**config.mk**
```make
export PLATFORM = sky130hd
export DESIGN_NAME = connected_core_feeder_flat
export DESIGN_NICKNAME = d
export VERILOG_FILES = /design/src/rtl/connected_core_feeder_if.sv /design/src/rtl/connected_core_feeder.sv /design/src/flat_wrapper.sv
export SDC_FILE = /design/constraint.sdc
export NUM_CORES = 2
export LEC_CHECK = 0
export BUFFER_PORTS_ARGS = -buffer_cell sky130_fd_sc_hd__buf_4
export CORE_UTILIZATION = 45
export DETAILED_ROUTE_END_ITERATION = 10
export SYNTH_ARGS = -nofsm -noshare
export SYNTH_HDL_FRONTEND = slang
export SYNTH_MEMORY_MAX_BITS = 65536
export SYNTH_SLANG_ARGS = --single-unit
```
**constraint.sdc**
```tcl
create_clock -name clk -period 19.3 [get_ports clk]
set_input_delay 0.965 -clock clk [delete_from_list [all_inputs] [get_ports clk]]
set_output_delay 0.965 -clock clk [all_outputs]
set_load 0.02 [all_outputs]
```
**src/rtl/connected_core_feeder_if.sv**
```systemverilog
// Bundle of job-source, core-request and monitoring signals around the feeder.
// The feeder takes the slave side; whoever drives jobs and requests takes the master side.
interface connected_core_feeder_if #(
   parameter int EXTRA_DATA_WIDTH = 10,
   parameter int FIFO_DEPTH_LOG2  = 5
);
   logic                        inValid;
   logic                        inReady;
   logic [127:0]                inGraph;
   logic [5:0]                  inConnectCount;
   logic [EXTRA_DATA_WIDTH-1:0] inExtraData;
   logic [FIFO_DEPTH_LOG2:0]    fillLevel;
   logic                        almostFull;
   logic                        request;
   logic                        start;
   logic [127:0]                graphOut;
   logic [5:0]                  connectCountOut;
   logic [EXTRA_DATA_WIDTH-1:0] extraDataOut;
   logic [31:0]                 launchedCount;
   logic [31:0]                 idleSlotCount;

   modport slave (
      input  inValid, inGraph, inConnectCount, inExtraData, request,
      output inReady, fillLevel, almostFull, start, graphOut, connectCountOut,
             extraDataOut, launchedCount, idleSlotCount
   );

   modport master (
      output inValid, inGraph, inConnectCount, inExtraData, request,
      input  inReady, fillLevel, almostFull, start, graphOut, connectCountOut,
             extraDataOut, launchedCount, idleSlotCount
   );
endinterface

```
**src/rtl/connected_core_feeder.sv**
```systemverilog
// Job FIFO feeding the count-connected core: each request is answered exactly
// DATA_IN_LATENCY cycles later with either a launched job or an all-zero idle slot.
module connected_core_feeder #(
   parameter int EXTRA_DATA_WIDTH   = 10,
   parameter int DATA_IN_LATENCY    = 4,
   parameter int FIFO_DEPTH_LOG2    = 5,
   parameter int ALMOST_FULL_MARGIN = 4
) (
   input  logic                    clk,
   input  logic                    rst,
   connected_core_feeder_if.slave  bus
);
   localparam int DEPTH    = 1 << FIFO_DEPTH_LOG2;
   localparam int W        = 128 + 6 + EXTRA_DATA_WIDTH;
   localparam int NS       = DATA_IN_LATENCY - 1;
   localparam int AF_LEVEL = DEPTH - ALMOST_FULL_MARGIN;

   typedef logic [FIFO_DEPTH_LOG2:0]   level_t;
   typedef logic [FIFO_DEPTH_LOG2-1:0] ptr_t;

   logic [W-1:0] mem [DEPTH];
   logic [W-1:0] rd_data_q;

   ptr_t        wr_ptr_q, wr_ptr_d, rd_ptr_q, rd_ptr_d;
   level_t      fill_q, fill_d;
   logic        almost_full_q, almost_full_d;
   logic [31:0] launched_q, launched_d, idle_q, idle_d;
   logic        in_ready, push, pop, idle_slot;

   logic         vld_q  [0:NS];
   logic         vld_d  [0:NS];
   logic [W-1:0] pipe_q [1:NS];
   logic [W-1:0] pipe_d [1:NS];

   // Gated by rst so the source sees no room while the feeder is held in reset.
   assign in_ready = (fill_q < level_t'(DEPTH)) && !rst;

   always_comb begin
      push          = bus.inValid & in_ready;
      pop           = bus.request & ~rst & (fill_q != '0);
      idle_slot     = bus.request & ~rst & (fill_q == '0);
      wr_ptr_d      = wr_ptr_q + ptr_t'(push);
      rd_ptr_d      = rd_ptr_q + ptr_t'(pop);
      fill_d        = fill_q + level_t'(push) - level_t'(pop);
      almost_full_d = (fill_d >= level_t'(AF_LEVEL));
      launched_d    = launched_q + 32'(pop);
      idle_d        = idle_q + 32'(idle_slot);
   end

   // Plain RAM with a registered read; the read only happens for a real pop.
   always_ff @(posedge clk) begin
      if (push)
         mem[wr_ptr_q] <= {bus.inGraph, bus.inConnectCount, bus.inExtraData};
      if (pop)
         rd_data_q <= mem[rd_ptr_q];
   end

   assign vld_d[0] = pop;

   generate
      for (genvar gi = 1; gi <= NS; gi++) begin : g_stage
         assign vld_d[gi] = vld_q[gi-1];
         if (gi == 1) begin : g_first
            // Stale RAM data is masked here so idle slots carry zeros downstream.
            assign pipe_d[gi] = vld_q[0] ? rd_data_q : '0;
         end else begin : g_rest
            assign pipe_d[gi] = pipe_q[gi-1];
         end
      end
   endgenerate

   always_ff @(posedge clk or posedge rst) begin
      if (rst) begin
         wr_ptr_q      <= '0;
         rd_ptr_q      <= '0;
         fill_q        <= '0;
         almost_full_q <= 1'b0;
         launched_q    <= '0;
         idle_q        <= '0;
         for (int i = 0; i <= NS; i++) vld_q[i] <= 1'b0;
         for (int i = 1; i <= NS; i++) pipe_q[i] <= '0;
      end else begin
         wr_ptr_q      <= wr_ptr_d;
         rd_ptr_q      <= rd_ptr_d;
         fill_q        <= fill_d;
         almost_full_q <= almost_full_d;
         launched_q    <= launched_d;
         idle_q        <= idle_d;
         for (int i = 0; i <= NS; i++) vld_q[i] <= vld_d[i];
         for (int i = 1; i <= NS; i++) pipe_q[i] <= pipe_d[i];
      end
   end

   assign bus.inReady       = in_ready;
   assign bus.fillLevel     = fill_q;
   assign bus.almostFull    = almost_full_q;
   assign bus.launchedCount = launched_q;
   assign bus.idleSlotCount = idle_q;
   assign bus.start         = vld_q[NS];
   assign {bus.graphOut, bus.connectCountOut, bus.extraDataOut} = pipe_q[NS];
endmodule

```
**src/flat_wrapper.sv**
```systemverilog
// flat-port wrapper written by rule: the top's interface ports become plain ports
module connected_core_feeder_flat 
#(
   parameter int EXTRA_DATA_WIDTH   = 10,
   parameter int DATA_IN_LATENCY    = 4,
   parameter int FIFO_DEPTH_LOG2    = 5,
   parameter int ALMOST_FULL_MARGIN = 4
)
  (clk, rst, bus_inValid, bus_inGraph, bus_inConnectCount, bus_inExtraData, bus_request, bus_inReady, bus_fillLevel, bus_almostFull, bus_start, bus_graphOut, bus_connectCountOut, bus_extraDataOut, bus_launchedCount, bus_idleSlotCount);
  connected_core_feeder_if #(.EXTRA_DATA_WIDTH(EXTRA_DATA_WIDTH), .FIFO_DEPTH_LOG2(FIFO_DEPTH_LOG2)) bus_i ();
  input  logic clk;
  input  logic rst;
  input wire logic [$bits(bus_i.inValid)-1:0] bus_inValid;
  input wire logic [$bits(bus_i.inGraph)-1:0] bus_inGraph;
  input wire logic [$bits(bus_i.inConnectCount)-1:0] bus_inConnectCount;
  input wire logic [$bits(bus_i.inExtraData)-1:0] bus_inExtraData;
  input wire logic [$bits(bus_i.request)-1:0] bus_request;
  output wire logic [$bits(bus_i.inReady)-1:0] bus_inReady;
  output wire logic [$bits(bus_i.fillLevel)-1:0] bus_fillLevel;
  output wire logic [$bits(bus_i.almostFull)-1:0] bus_almostFull;
  output wire logic [$bits(bus_i.start)-1:0] bus_start;
  output wire logic [$bits(bus_i.graphOut)-1:0] bus_graphOut;
  output wire logic [$bits(bus_i.connectCountOut)-1:0] bus_connectCountOut;
  output wire logic [$bits(bus_i.extraDataOut)-1:0] bus_extraDataOut;
  output wire logic [$bits(bus_i.launchedCount)-1:0] bus_launchedCount;
  output wire logic [$bits(bus_i.idleSlotCount)-1:0] bus_idleSlotCount;
  assign bus_i.inValid = bus_inValid;
  assign bus_i.inGraph = bus_inGraph;
  assign bus_i.inConnectCount = bus_inConnectCount;
  assign bus_i.inExtraData = bus_inExtraData;
  assign bus_i.request = bus_request;
  assign bus_inReady = bus_i.inReady;
  assign bus_fillLevel = bus_i.fillLevel;
  assign bus_almostFull = bus_i.almostFull;
  assign bus_start = bus_i.start;
  assign bus_graphOut = bus_i.graphOut;
  assign bus_connectCountOut = bus_i.connectCountOut;
  assign bus_extraDataOut = bus_i.extraDataOut;
  assign bus_launchedCount = bus_i.launchedCount;
  assign bus_idleSlotCount = bus_i.idleSlotCount;
  connected_core_feeder #(.EXTRA_DATA_WIDTH(EXTRA_DATA_WIDTH), .DATA_IN_LATENCY(DATA_IN_LATENCY), .FIFO_DEPTH_LOG2(FIFO_DEPTH_LOG2), .ALMOST_FULL_MARGIN(ALMOST_FULL_MARGIN)) u_core (.clk(clk), .rst(rst), .bus(bus_i));
endmodule
```
==> reports/results.tsv <==
metric	value	unit
status	complete, no violations	
Synth Area in Compound Gates	0.0235	
Die W	659	um
initial antenna violation count	66	
Post-synth top flop	edfxtp_1	
adder-cell share of the synthesized area	0.000941	
Worst Setup End Kind	register	
min cycle time layout	6200	ps
first-pass GRT wire length	709	mm
CTS Buf Count	545	
initial core utilization	0.453	
slew margin rel.	0.156	
DP HPWL	250	mm
GP Congestion	0.755	
clock latency at the later pin of the worst-skew pair	1060	ps
peak supply drop	0.143	mV
synthesized area	194000	sq um
WP data required	20060	ps
Fillers	33194	
Yosys top cell by area	edfxtp_1	
maximum clock frequency	0.161	GHz
XOR/XNOR Fraction of Synth Area	0.00325	
root buf cell	clkbuf_16	
Clk pin slew, worst setup/hold paths	60	ps
Crit Path Class	register to register	
Static Leakage	0.0731	uW
Multi-input gate area	36500	sq um
Pwr per Cell Area	136	nW/um^2
vias post-DR	92978	
Avg Inst Size Synth	22.7	sq um
clock power share	0.337	
crit path cell chain	buf_12, buf_4, buf_4, buf_4, mux4_2, mux2i_1, nor2_1, a2111oi_0, a211oi_1	
largest family of logic cells by synthesized area	multiplexers	
Reg power frac	0.437	
MaxCap Viol Count	0	
Async SR Flop Fraction	0.0981	
GRT Util Overall	0.229	
setup TNS	0	ps
Final Skew	45.4	ps
layout cell share with drive strength beyond 1	0.246	
vias in the first global route	94658	
Seq. cell area	156000	sq um
area delta synth->final	14.1	%
Worst Max-Slew Pin Slew	1230	ps
CTS Buffer Depth	4	
Synth area leaders	edfxtp_1 (74%), mux4_2 (11%), dfrtp_1 (6.7%)	
max-slew violation count	0	
number of port buffers	364	
critical-path maximum fanout	109	
synthesized instance count	8555	
Hold Crit Class	input pin to asynchronous set/reset pin	
final WL	503	mm
crit-path most repeated cell	buf_4	
# rows	240	
syn nets	8717	
top cell type's share of synthesized area	0.735	
post-layout instance area	221000	sq um
period utilization	0.321	
Final Hold Viols	0	
post-synthesis sequential area ratio	0.802	
DRC Markers	0	
Die H	659	um
post-synthesis simple-gate area fraction	0.0132	
Iteration-0 DRC Markers	10376	
Worst Path Buf+Inv	4	
hold_buf cts	0	
final setup violation count	0	
Final nets	9390	
core area	428000	sq um
DR WL/cell	32.7	um
die area	434000	sq um
Switch Pwr	8480	uW
RSZ-0062 raised after global routing	false	
clk sinks	5269	
mux share of post-synthesis cell area	0.146	
Post-CTS Resized	0	
Cell Int Power	21700	uW
register bit total from synthesis	5269	
Yosys warning total	0	
Unique masters post-synth	44	
power share of the combinational group	0.225	
EDFF count, synth	4752	
delay-heaviest family, CP	buffers and inverters	
slowest CP cell	dfrtp_4	
Initial DRT Pass Iterations	6	
Post-DRT Antenna Nets	0	
IO Pins	365	
Critical Path AT	6950	ps
Area after DPL	204000	sq um
CTS tree	yes	
largest net degree at the start of global routing	136	
CP startpoint kind	register	
Overflow after GRT	0	
largest stage delay on the critical path	990	ps
drt via density	6.04	
post-CTS setup buffers	0	
switching portion of total power	0.281	
htree depth	6	
## placed cells by master, fill, tap and decap left out, types with 21 or more instances in the layout
master,instances
a2111oi_0,61
a211oi_1,213
and2_1,149
buf_12,27
buf_4,546
bufinv_16,26
clkbuf_1,130
clkbuf_16,562
clkbuf_8,27
clkinv_1,96
clkinv_2,78
dfrtp_1,511
diode_2,38
edfxtp_1,4752
mux2_2,30
mux2i_1,609
mux4_2,969
nand2_1,27
nand3_1,34
nor2_1,210
nor2_4,34
o221ai_1,108
o22ai_1,195
xnor2_1,51
xor2_1,21
## state kept, by name (all words and copies together) (netlist names), 6 cells and up
signal / flops
u_core.bus.fillLevel: 6
u_core.bus.extraDataOut: 10
u_core.bus.connectCountOut: 6
u_core.bus.launchedCount: 32
u_core.mem: 4608
u_core.pipe_d: 288
u_core.bus.idleSlotCount: 32
u_core.bus.graphOut: 128
u_core.rd_data_q: 144
## synthesized netlist by cell type (2+ instances only)
master	instances
a2111oi_0	61
a211oi_1	213
a21oi_1	18
a221o_1	15
and2_1	149
and3_1	15
and4_1	3
buf_1	32
buf_2	154
buf_4	52
buf_6	24
clkbuf_1	185
dfrtp_1	517
edfxtp_1	4752
ha_1	13
inv_1	12
mux2_2	30
mux2i_1	609
mux4_2	969
nand2_1	28
nand2b_1	5
nand3_1	36
nand3b_1	7
nand4_1	13
nor2_1	244
nor2b_1	4
nor3_1	4
nor4_1	2
o221ai_1	108
o22ai_1	195
or3_1	2
or3b_2	2
xnor2_1	51
xor2_1	21
## layout make-up
cell class	instances	area share
sequential	5269	0.703
multi-input combinational	2827	0.165
inverter	12	0.000237
antenna	38	0.000430
timing repair buffer	573	0.0210
clock inverter	260	0.0108
clock buffer	721	0.0675
tap	5687	0.0321
## kinds of logic after synthesis
family	count (synthesis)
AOI/OAI and AO/OA	614
xor gates and xnor gates	72
adders and majority gates	14
buffers and inverters	459
DFF	5269
muxes	1608
and+or+nand+nor	519
## routing by layer
metal  up-vias  track usage  routed length [um]
met5         -            0                 157
met2      4084        0.374              245000
li1      37201            -                   -
met4        24       0.0557               12000
met3       758       0.0375               39100
met1     50911        0.325              207000
## worst paths after layout
path                                     from                      end  slack (ps)  cells past startpoint
setup / recovery           u_core.rd_ptr_q[0]     u_core.rd_data_q[62]       13100                      9
hold / removal                            rst  u_core.bus.fillLevel[1]          10                      2
setup reg to reg           u_core.rd_ptr_q[0]     u_core.rd_data_q[62]       13100                      9
hold reg to reg            u_core.pipe_d[170]        u_core.pipe_d[26]         330                      0
max in group asynchronous                 rst        u_core.pipe_d[80]       15270                      7
min in group clk              bus_inGraph[89]      u_core.mem[12][105]         300                      1
## metrics by stage
step | hold WS, ps | setup slack, ps | instances | power [uW] | util
floorplan | 331 | 3880 | 8555 | 18200 | -
global placement | 332 | 12960 | 14367 | 20300 | 0.476
detailed placement | 335 | 12910 | 14368 | 20400 | 0.476
CTS | 1.72 | 12900 | 15349 | 30500 | 0.517
global route | 31.4 | 12580 | 15365 | 31300 | 0.517
finish | 13.2 | 13100 | 15387 | 30200 | 0.517
## power groups by stage
stage	sequential (uW)	combinational (uW)	clock, uW
3_3_place_gp	13400	6850	0
4_1_cts	13200	6920	10400
5_1_grt	13200	7240	10800
3_5_place_dp	13500	6900	0
2_1_floorplan	13400	4870	0
6_report	13200	6800	10200
No activity file was read; power rests on OpenSTA's default activity.
